[config.mk]
export PLATFORM = sky130hd
export DESIGN_NAME = act_vector_packer
export DESIGN_NICKNAME = d
export VERILOG_FILES = /design/src/rtl/act_pkg.sv /design/src/rtl/act_bank.sv /design/src/rtl/act_vector_packer.sv
export SDC_FILE = /design/constraint.sdc
export NUM_CORES = 2
export LEC_CHECK = 0
export ABC_AREA = 1
export ABC_CLOCK_PERIOD_IN_PS = 147800
export CORE_MARGIN = 3
export CORE_UTILIZATION = 45
export DETAILED_ROUTE_END_ITERATION = 8
export PLACE_DENSITY = 0.68
export SLEW_MARGIN = 0
export SYNTH_ARGS = -nofsm -noshare
export SYNTH_HDL_FRONTEND = slang
export SYNTH_SLANG_ARGS = --single-unit
[constraint.sdc]
create_clock -name clk -period 147.8 [get_ports clk]
set_clock_uncertainty 0.2 [all_clocks]
set_input_delay 44.34 -clock clk [delete_from_list [all_inputs] [get_ports clk]]
set_output_delay 44.34 -clock clk [all_outputs]
set_load 0.02 [all_outputs]
[src/rtl/act_pkg.sv]
// act_pkg: shared fp32 types, defaults and the ReLU helper for the activation vector packer.
package act_pkg;
  localparam int N_ACT_DEF = 30;
  localparam int FP_W = 32;
  typedef logic [FP_W-1:0] fp32_t;
  localparam fp32_t FP_ZERO = 32'h0;
  function automatic fp32_t relu_fp32(input fp32_t x);
    return x[FP_W-1] ? FP_ZERO : x;
  endfunction
endpackage

[src/rtl/act_bank.sv]
// act_bank: one N x W activation register bank; a write can also clear every word above its index.
module act_bank #(
  parameter int N = 30,
  parameter int W = 32
) (
  input  logic                 clk,
  input  logic                 rst,
  input  logic                 i_we,
  input  logic [$clog2(N)-1:0] i_idx,
  input  logic [W-1:0]         i_data,
  input  logic                 i_zero_fill,
  output logic [N*W-1:0]       o_vec
);
  localparam int IW = $clog2(N);
  logic [N-1:0][W-1:0] r_mem;
  assign o_vec = r_mem;
  always_ff @(posedge clk or posedge rst)
    if (rst) r_mem <= '0;
    else if (i_we)
      for (int i = 0; i < N; i++)
        if (IW'(i) == i_idx) r_mem[i] <= i_data;
        else if (i_zero_fill && IW'(i) > i_idx) r_mem[i] <= '0;
endmodule

[src/rtl/act_vector_packer.sv]
// act_vector_packer: packs a serial fp32 stream into ping-pong N_ACT-word vectors.
// Define RELU_EN to clamp negative words (sign bit set) to zero at capture.
module act_vector_packer #(
  parameter int N_ACT = act_pkg::N_ACT_DEF,
  parameter int FP_W = 32
) (
  input  logic                  clk,
  input  logic                  rst,
  input  logic                  in_valid,
  input  logic [FP_W-1:0]       in_data,
  input  logic                  in_last,
  output logic                  in_ready,
  output logic [N_ACT*FP_W-1:0] out_vec,
  output logic                  out_valid,
  input  logic                  out_ready,
  output logic                  short_frame
);
  import act_pkg::*;
  localparam int IW = $clog2(N_ACT);
  logic [1:0] r_full;
  logic r_wr_sel, r_rd_sel, r_short;
  logic [IW-1:0] r_wr_idx;
  logic w_acc, w_end, w_close, w_drain;
  logic [1:0] w_set, w_clr;
  logic [FP_W-1:0] w_data;
  logic [N_ACT*FP_W-1:0] w_vec [2];
  assign in_ready = !r_full[r_wr_sel];
  assign out_valid = r_full[r_rd_sel];
  assign out_vec = w_vec[r_rd_sel];
  assign short_frame = r_short;
  assign w_acc = in_valid && in_ready;
  assign w_end = r_wr_idx == IW'(N_ACT - 1);
  assign w_close = w_acc && (w_end || in_last);
  assign w_drain = out_valid && out_ready;
  assign w_set = {w_close && r_wr_sel, w_close && !r_wr_sel};
  assign w_clr = {w_drain && r_rd_sel, w_drain && !r_rd_sel};
`ifdef RELU_EN
  assign w_data = relu_fp32(in_data);
`else
  assign w_data = in_data;
`endif
  for (genvar b = 0; b < 2; b++) begin : g_bank
    act_bank #(.N(N_ACT), .W(FP_W)) u_bank (
      .clk(clk),
      .rst(rst),
      .i_we(w_acc && (r_wr_sel == 1'(b))),
      .i_idx(r_wr_idx),
      .i_data(w_data),
      .i_zero_fill(in_last && !w_end),
      .o_vec(w_vec[b])
    );
  end
  // A closing bank and a draining bank are always different, so set and clear never collide.
  always_ff @(posedge clk or posedge rst)
    if (rst) begin
      r_full <= '0;
      r_wr_sel <= 1'b0;
      r_rd_sel <= 1'b0;
      r_wr_idx <= '0;
      r_short <= 1'b0;
    end else begin
      r_full <= (r_full | w_set) & ~w_clr;
      r_wr_sel <= r_wr_sel ^ w_close;
      r_rd_sel <= r_rd_sel ^ w_drain;
      r_wr_idx <= w_close ? '0 : w_acc ? r_wr_idx + 1'b1 : r_wr_idx;
      r_short <= r_short | (w_acc && in_last && !w_end);
    end
endmodule

# ---- Yosys cells after proc, flatten, opt, wreduce, memory -nomap -nowiden
# Cells that the tools add are included.
# Widths: inputs -> output; s select.
dict set report totals {
  register_bits 1930
  inputBits 37
  out_inout_bits 963
  wordCells 345
}
dict set report classes {
  n_addsub 1
  order_cmp 33
  eq_ne 30
  mux 69
  bitwise 8
  n_reduce_logical 139
}
# cell count
set op_table {}
lappend op_table {{$mux 960} 3}
lappend op_table {{$mux 32} 60}
lappend op_table {{$reduce_and 2->1} 60}
lappend op_table {{$eq 5x5->1 const A} 14}
lappend op_table {{$gt 5x5->1 const A} 14}
lappend op_table {{$reduce_bool 2->1} 31}
lappend op_table {{$logic_and 1x1->1} 42}
lappend op_table {{$eq 4x5->1 const A} 8}
lappend op_table {{$gt 4x5->1 const A} 8}
lappend op_table {{$eq 3x5->1 const A} 4}
lappend op_table {{$gt 3x5->1 const A} 4}
lappend op_table {{$eq 2x5->1 const A} 2}
lappend op_table {{$gt 1x5->1 const A} 2}
lappend op_table {{$gt 2x5->1 const A} 2}
lappend op_table {{$mux 5} 2}
lappend op_table {{$add 5x1->5 const B} 1}
lappend op_table {{$eq 1x5->1 const A} 1}
lappend op_table {{$eq 5x5->1 const B} 1}
lappend op_table {{$logic_not 5->1} 1}
lappend op_table {{$logic_not 1->1} 4}
lappend op_table {{$lt 1x2->1 const B} 2}
lappend op_table {{$mux 1} 4}
lappend op_table {{$and 2x2->2} 1}
lappend op_table {{$ge 2x2->1 const B} 1}
lappend op_table {{7 further kinds} 8}

# ---- Longest topological paths before layout
dict set report logic_depth {
  word_depth 8
  mapped_depth 12
}

# ---- Cells and area by module
# Synthesis repeated with hierarchy kept, for this count alone.
dict set report unflattened {
  cells_unflattened 10542
  hier_area_um2 85600.8
}
# mod instances cells_per_inst area_per_inst_um2 seq_area_each_um2
set modules_own_cells {}
lappend modules_own_cells {act_bank 2 3687 36542.5 24023.0}
lappend modules_own_cells {act_vector_packer 1 3168 12515.8 250.2}

# ---- Worst setup path before layout
# Ideal clock, no wire load.
dict set report synth_path {
  path_kind {flip-flop to output port}
  start {reg r_rd_sel}
  end {out out_vec[439]}
  t_arrival_ps 1647
  required_time_ps 103260
  setup_slack_ps 101613
  path_stages_with_launch 8
  n_path_buf 4
  path_cell_list {dfrtp_1 -> buf_2 -> inv_2 -> clkbuf_1 -> clkbuf_1 -> clkbuf_1 -> nand2_1 -> nand2_1}
}
dict set report synth_between {
  elab_chain_len 4
}
# item line
set synth_lines {}
lappend synth_lines {{from (decl)} act_vector_packer.sv:21} ;# logic r_wr_sel, r_rd_sel, r_short;
lappend synth_lines {{from (signal assigned)} act_vector_packer.sv:64} ;# r_rd_sel <= r_rd_sel ^ w_drain;
lappend synth_lines {{$not 1->2 (implied by the code)} act_vector_packer.sv:29} ;# assign out_vec = w_vec[r_rd_sel];
lappend synth_lines {{$mux 960 (implied by the code) (3 in series)} act_vector_packer.sv:29}
lappend synth_lines {{to (decl)} act_vector_packer.sv:13} ;# output logic [N_ACT*FP_W-1:0] out_vec,
# Every way passes these cells. The select of a mux whose other input is x is not followed.

# ---- Worst setup path after layout
dict set report layout_path {
  start {reg r_rd_sel}
  end {out out_vec[193]}
}
# The elaborated chain is that of the path after synthesis.

==> results.env <==
SYNTH_CELL_TYPES=23
DRCVIOLATIONCOUNT=0
SYNTHESIS.YOSYS.WARNINGS=0
SLEW_AT_THE_PIN_CLOSEST_TO_ITS_MAX_SLEW_LIMIT_NS=1.34
GRT_SETUP_UNREPAIRED='no'
GRT_PASS1_WL_MICRONS=525000
DESIGN.FINAL.NETS=12800
CTS_HOLD_BUF=0
POST_CTS_SETUP_BUFS=0
DIEWIDTH_MICRONS=450
SYNTH.TOP_CELL.AREA_SHARE=0.545
TIGHTEST_SLEW_MARGIN_RELATIVE_TO_THE_LIMIT=0.105
CTSHTREEMAXLEVEL=4
NETLIST.TOP_CELL.BY_AREA='sky130_fd_sc_hd__dfrtp_1'
FIRST_GLOBAL_VIAS=79700
CLK_PIN_SLEW_NS=0.06
SYN_TO_FINAL_GROWTH_PCT=20.7
CRITICAL_PATH_ARRIVAL_NS=6.51
COMMONEST_CELLS_AFTER_ROUTING_FILL_AND_TAPS_ASIDE='7846 x sky130_fd_sc_hd__nand2_1, 1929 x sky130_fd_sc_hd__dfrtp_1, 998 x sky130_fd_sc_hd__clkdlybuf4s50_1'
DRIVE_GT1_FRAC=0.0461
PERIOD_SHARE=0.345
SYN-MEAN-INSTANCE-AREA_SQ_UM=7.23
SYNTH.FF_LATCH_COUNT=1930
FINAL_REPORT_SETUP_VIOLATION_COUNT=0
PLACEMENTROWS=162
POWER_DENSITY_nW_PER_UM2=15.5
TRITONCTS.NUM_BUFFERS=204
YS_SEQ_AREA_FRAC=0.545
FINALHOLDVIOLCOUNT=0
CRITPATHMAXFANOUT=163
LARGEST_NET_DEGREE_AT_THE_START_OF_GLOBAL_ROUTING=199
REPORT.FINAL.SLEW_VIOL_COUNT=0
GRT_UTIL_ALL_LAYERS=0.344
GRT_ANTENNA_BEFORE_REPAIR=23
WL_PER_INSTANCE_MICRONS=22.9
TIMING.HOLD.WORST.CLASS='flip-flop to flip-flop'
INSERTION_DELAY_NS=0.86
IO-PIN-COUNT=1000
RESULT_OF_THE_RUN='finished clean'
TIMING.CRITICAL_PATH.FROM_TYPE='flip-flop'
PORTBUFFERS=999
VIAS=85300
CTS-ROOT-TO-SINK-BUFFERS=3
CRITICAL_PATH_REQUIRED_NS=103.26
NETLIST_AREA_SQ_UM=88600
FLOORPLAN.INITIALDENSITY=0.453
FIN_TNS_SETUP_NS=0
CTSROOTBUFFERMASTER='sky130_fd_sc_hd__clkbuf_16'
MAX_CLOCK_FREQ_MHz=19.6
DIE_Y_MICRONS=450
ENDPOINT_KIND='primary output'
P_LEAK_uW=0.0588
MAX-VDD-IR-DROP_V=0.0000188
SYN-NUM-NETS=12300
FINAL.SETUP.WORST_SLACK_NS=96.75
DIE_AREA_SQ_UM=202000
WORST-SETUP-PATH-TYPE='flip-flop to primary output'
GATE_COUNT_POST_SYNTH=12300
POST_SYNTH_MAIN_AREA_CONTRIBUTORS='sky130_fd_sc_hd__dfrtp_1 55%, sky130_fd_sc_hd__nand2_1 33%, sky130_fd_sc_hd__nor2_1 3.0%'
DETAILEDROUTE.FIRSTITERATIONVIOLATIONS=10900
DRT_WL_TOTAL_MICRONS=357000
POST_CTS.RESIZED_INSTANCES=0
ANT_NETS=0
DP_HPWL_MICRONS=214000
CAP_VIOL_MAX_COUNT=0
CORE_AREA_SQ_UM=195000
CTS_TREE='yes'
DETAIL_ROUTE.FIRST_PASS.ITERATIONS=7
PLACE.GP.CONGESTION=0.901
CLOCK_SINKS=1930
VIAS_PER_CELL=5.47
POST_PLACEMENT_SETUP_SLACK_NS=97.60
FINALCRITICALPERIOD_NS=51.05
MOSTFREQUENTLAYOUTCELL='sky130_fd_sc_hd__nand2_1'
GRT.OVERFLOW.TOTAL=0
per-layer routing:
layer  up-vias  global-route usage  part of all wire
met5         -                   0           0.00013
met4         4               0.242             0.081
met3      1018              0.0766              0.11
met2      4995               0.491              0.42
met1     41100               0.462              0.38
li1      38200                   -                 -
logic make-up (layout without fill, tap and decap cells):
group	Yosys count	count (layout)	synth area share
AND/OR/NAND/NOR	8970	8970	0.388
flip-flops	1930	1930	0.545
buffers and inverters	1011	1706	0.0464
AO/OA/AOI/OAI	338	338	0.0192
adder cells (fa/ha/maj)	7	7	0.000989
other	0	13	0
flip-flops by register name, indices dropped and copies added (netlist names):
| name | cells |
|---|---|
| r_wr_sel | 1 |
| short_frame | 1 |
| r_full | 2 |
| r_wr_idx | 5 |
| g_bank.u_bank.o_vec | 1920 |
| r_rd_sel | 1 |
per-stage QoR:
step / cells / util / total power (uW) / hold WS [ns] / cell area [sq um]
after floorplan: 12300 / - / 923 / 0.242 / 88600
after global placement: 15200 / 0.512 / 1120 / 0.252 / 100000
after detailed placement: 15200 / 0.512 / 1130 / 0.258 / 100000
after CTS: 15600 / 0.547 / 1650 / 0.273 / 107000
after global routing: 15600 / 0.547 / 1720 / 0.285 / 107000
final: 15600 / 0.547 / 1660 / 0.268 / 107000
synthesized netlist by cell type:
cell type,n
sky130_fd_sc_hd__o21ai_0,289
sky130_fd_sc_hd__o22ai_1,1
sky130_fd_sc_hd__buf_1,56
sky130_fd_sc_hd__a21boi_0,1
sky130_fd_sc_hd__or2_2,1
sky130_fd_sc_hd__nor2_1,703
sky130_fd_sc_hd__nand2_2,1
sky130_fd_sc_hd__clkbuf_1,564
sky130_fd_sc_hd__nand3_1,241
sky130_fd_sc_hd__dfrtp_1,1930
sky130_fd_sc_hd__o211ai_1,1
sky130_fd_sc_hd__buf_2,254
sky130_fd_sc_hd__nand4_1,163
sky130_fd_sc_hd__a21oi_1,1
sky130_fd_sc_hd__nand2_1,7853
sky130_fd_sc_hd__o21ai_1,43
sky130_fd_sc_hd__nor2_2,4
sky130_fd_sc_hd__nor3_1,4
sky130_fd_sc_hd__inv_1,128
sky130_fd_sc_hd__ha_1,7
sky130_fd_sc_hd__inv_2,9
sky130_fd_sc_hd__a211oi_1,1
sky130_fd_sc_hd__o21bai_1,1
critical path: stages (launching register included):
cell                              delay [ns]
sky130_fd_sc_hd__dfrtp_4                0.86
sky130_fd_sc_hd__inv_8                  0.90
sky130_fd_sc_hd__buf_4                  0.95
sky130_fd_sc_hd__buf_4                  0.95
sky130_fd_sc_hd__buf_4                  0.83
sky130_fd_sc_hd__nand2_1                0.10
sky130_fd_sc_hd__nand2_1                0.09
sky130_fd_sc_hd__clkdlybuf4s50_1        0.79
final timing paths:
check	end	slack, ns	start	cells past startpoint
setup / recovery	out_vec[193]	96.75	r_rd_sel$_DFF_PP0_	7
hold / removal	g_bank[1].u_bank.o_vec[139]$_DFFE_PP0P_	0.27	g_bank[1].u_bank.o_vec[139]$_DFFE_PP0P_	2
setup reg to reg	g_bank[1].u_bank.o_vec[170]$_DFFE_PP0P_	142.79	r_wr_sel$_DFF_PP0_	9
hold reg to reg	g_bank[1].u_bank.o_vec[139]$_DFFE_PP0P_	0.27	g_bank[1].u_bank.o_vec[139]$_DFFE_PP0P_	2
max in group asynchronous	g_bank[1].u_bank.o_vec[488]$_DFFE_PP0P_	98.56	rst	7
min in group asynchronous	g_bank[1].u_bank.o_vec[770]$_DFFE_PP0P_	43.76	rst	2
where the power goes:
group	total [uW]	switching [uW]	internal, uW
registers	632	43.7	588
logic	500	377	122
clock network	526	225	301
layout make-up:
class / count / area, sq um
inverter: 137 / 541
timing repair buffer: 1194 / 11600
fill: 18100 / 88500
multi-input combinational: 9315 / 36300
antenna: 13 / 32.5
clock inverter: 71 / 796
clock buffer: 304 / 6120
sequential: 1930 / 48300
tap: 2624 / 3280
Power figures use the tool's default switching activity.
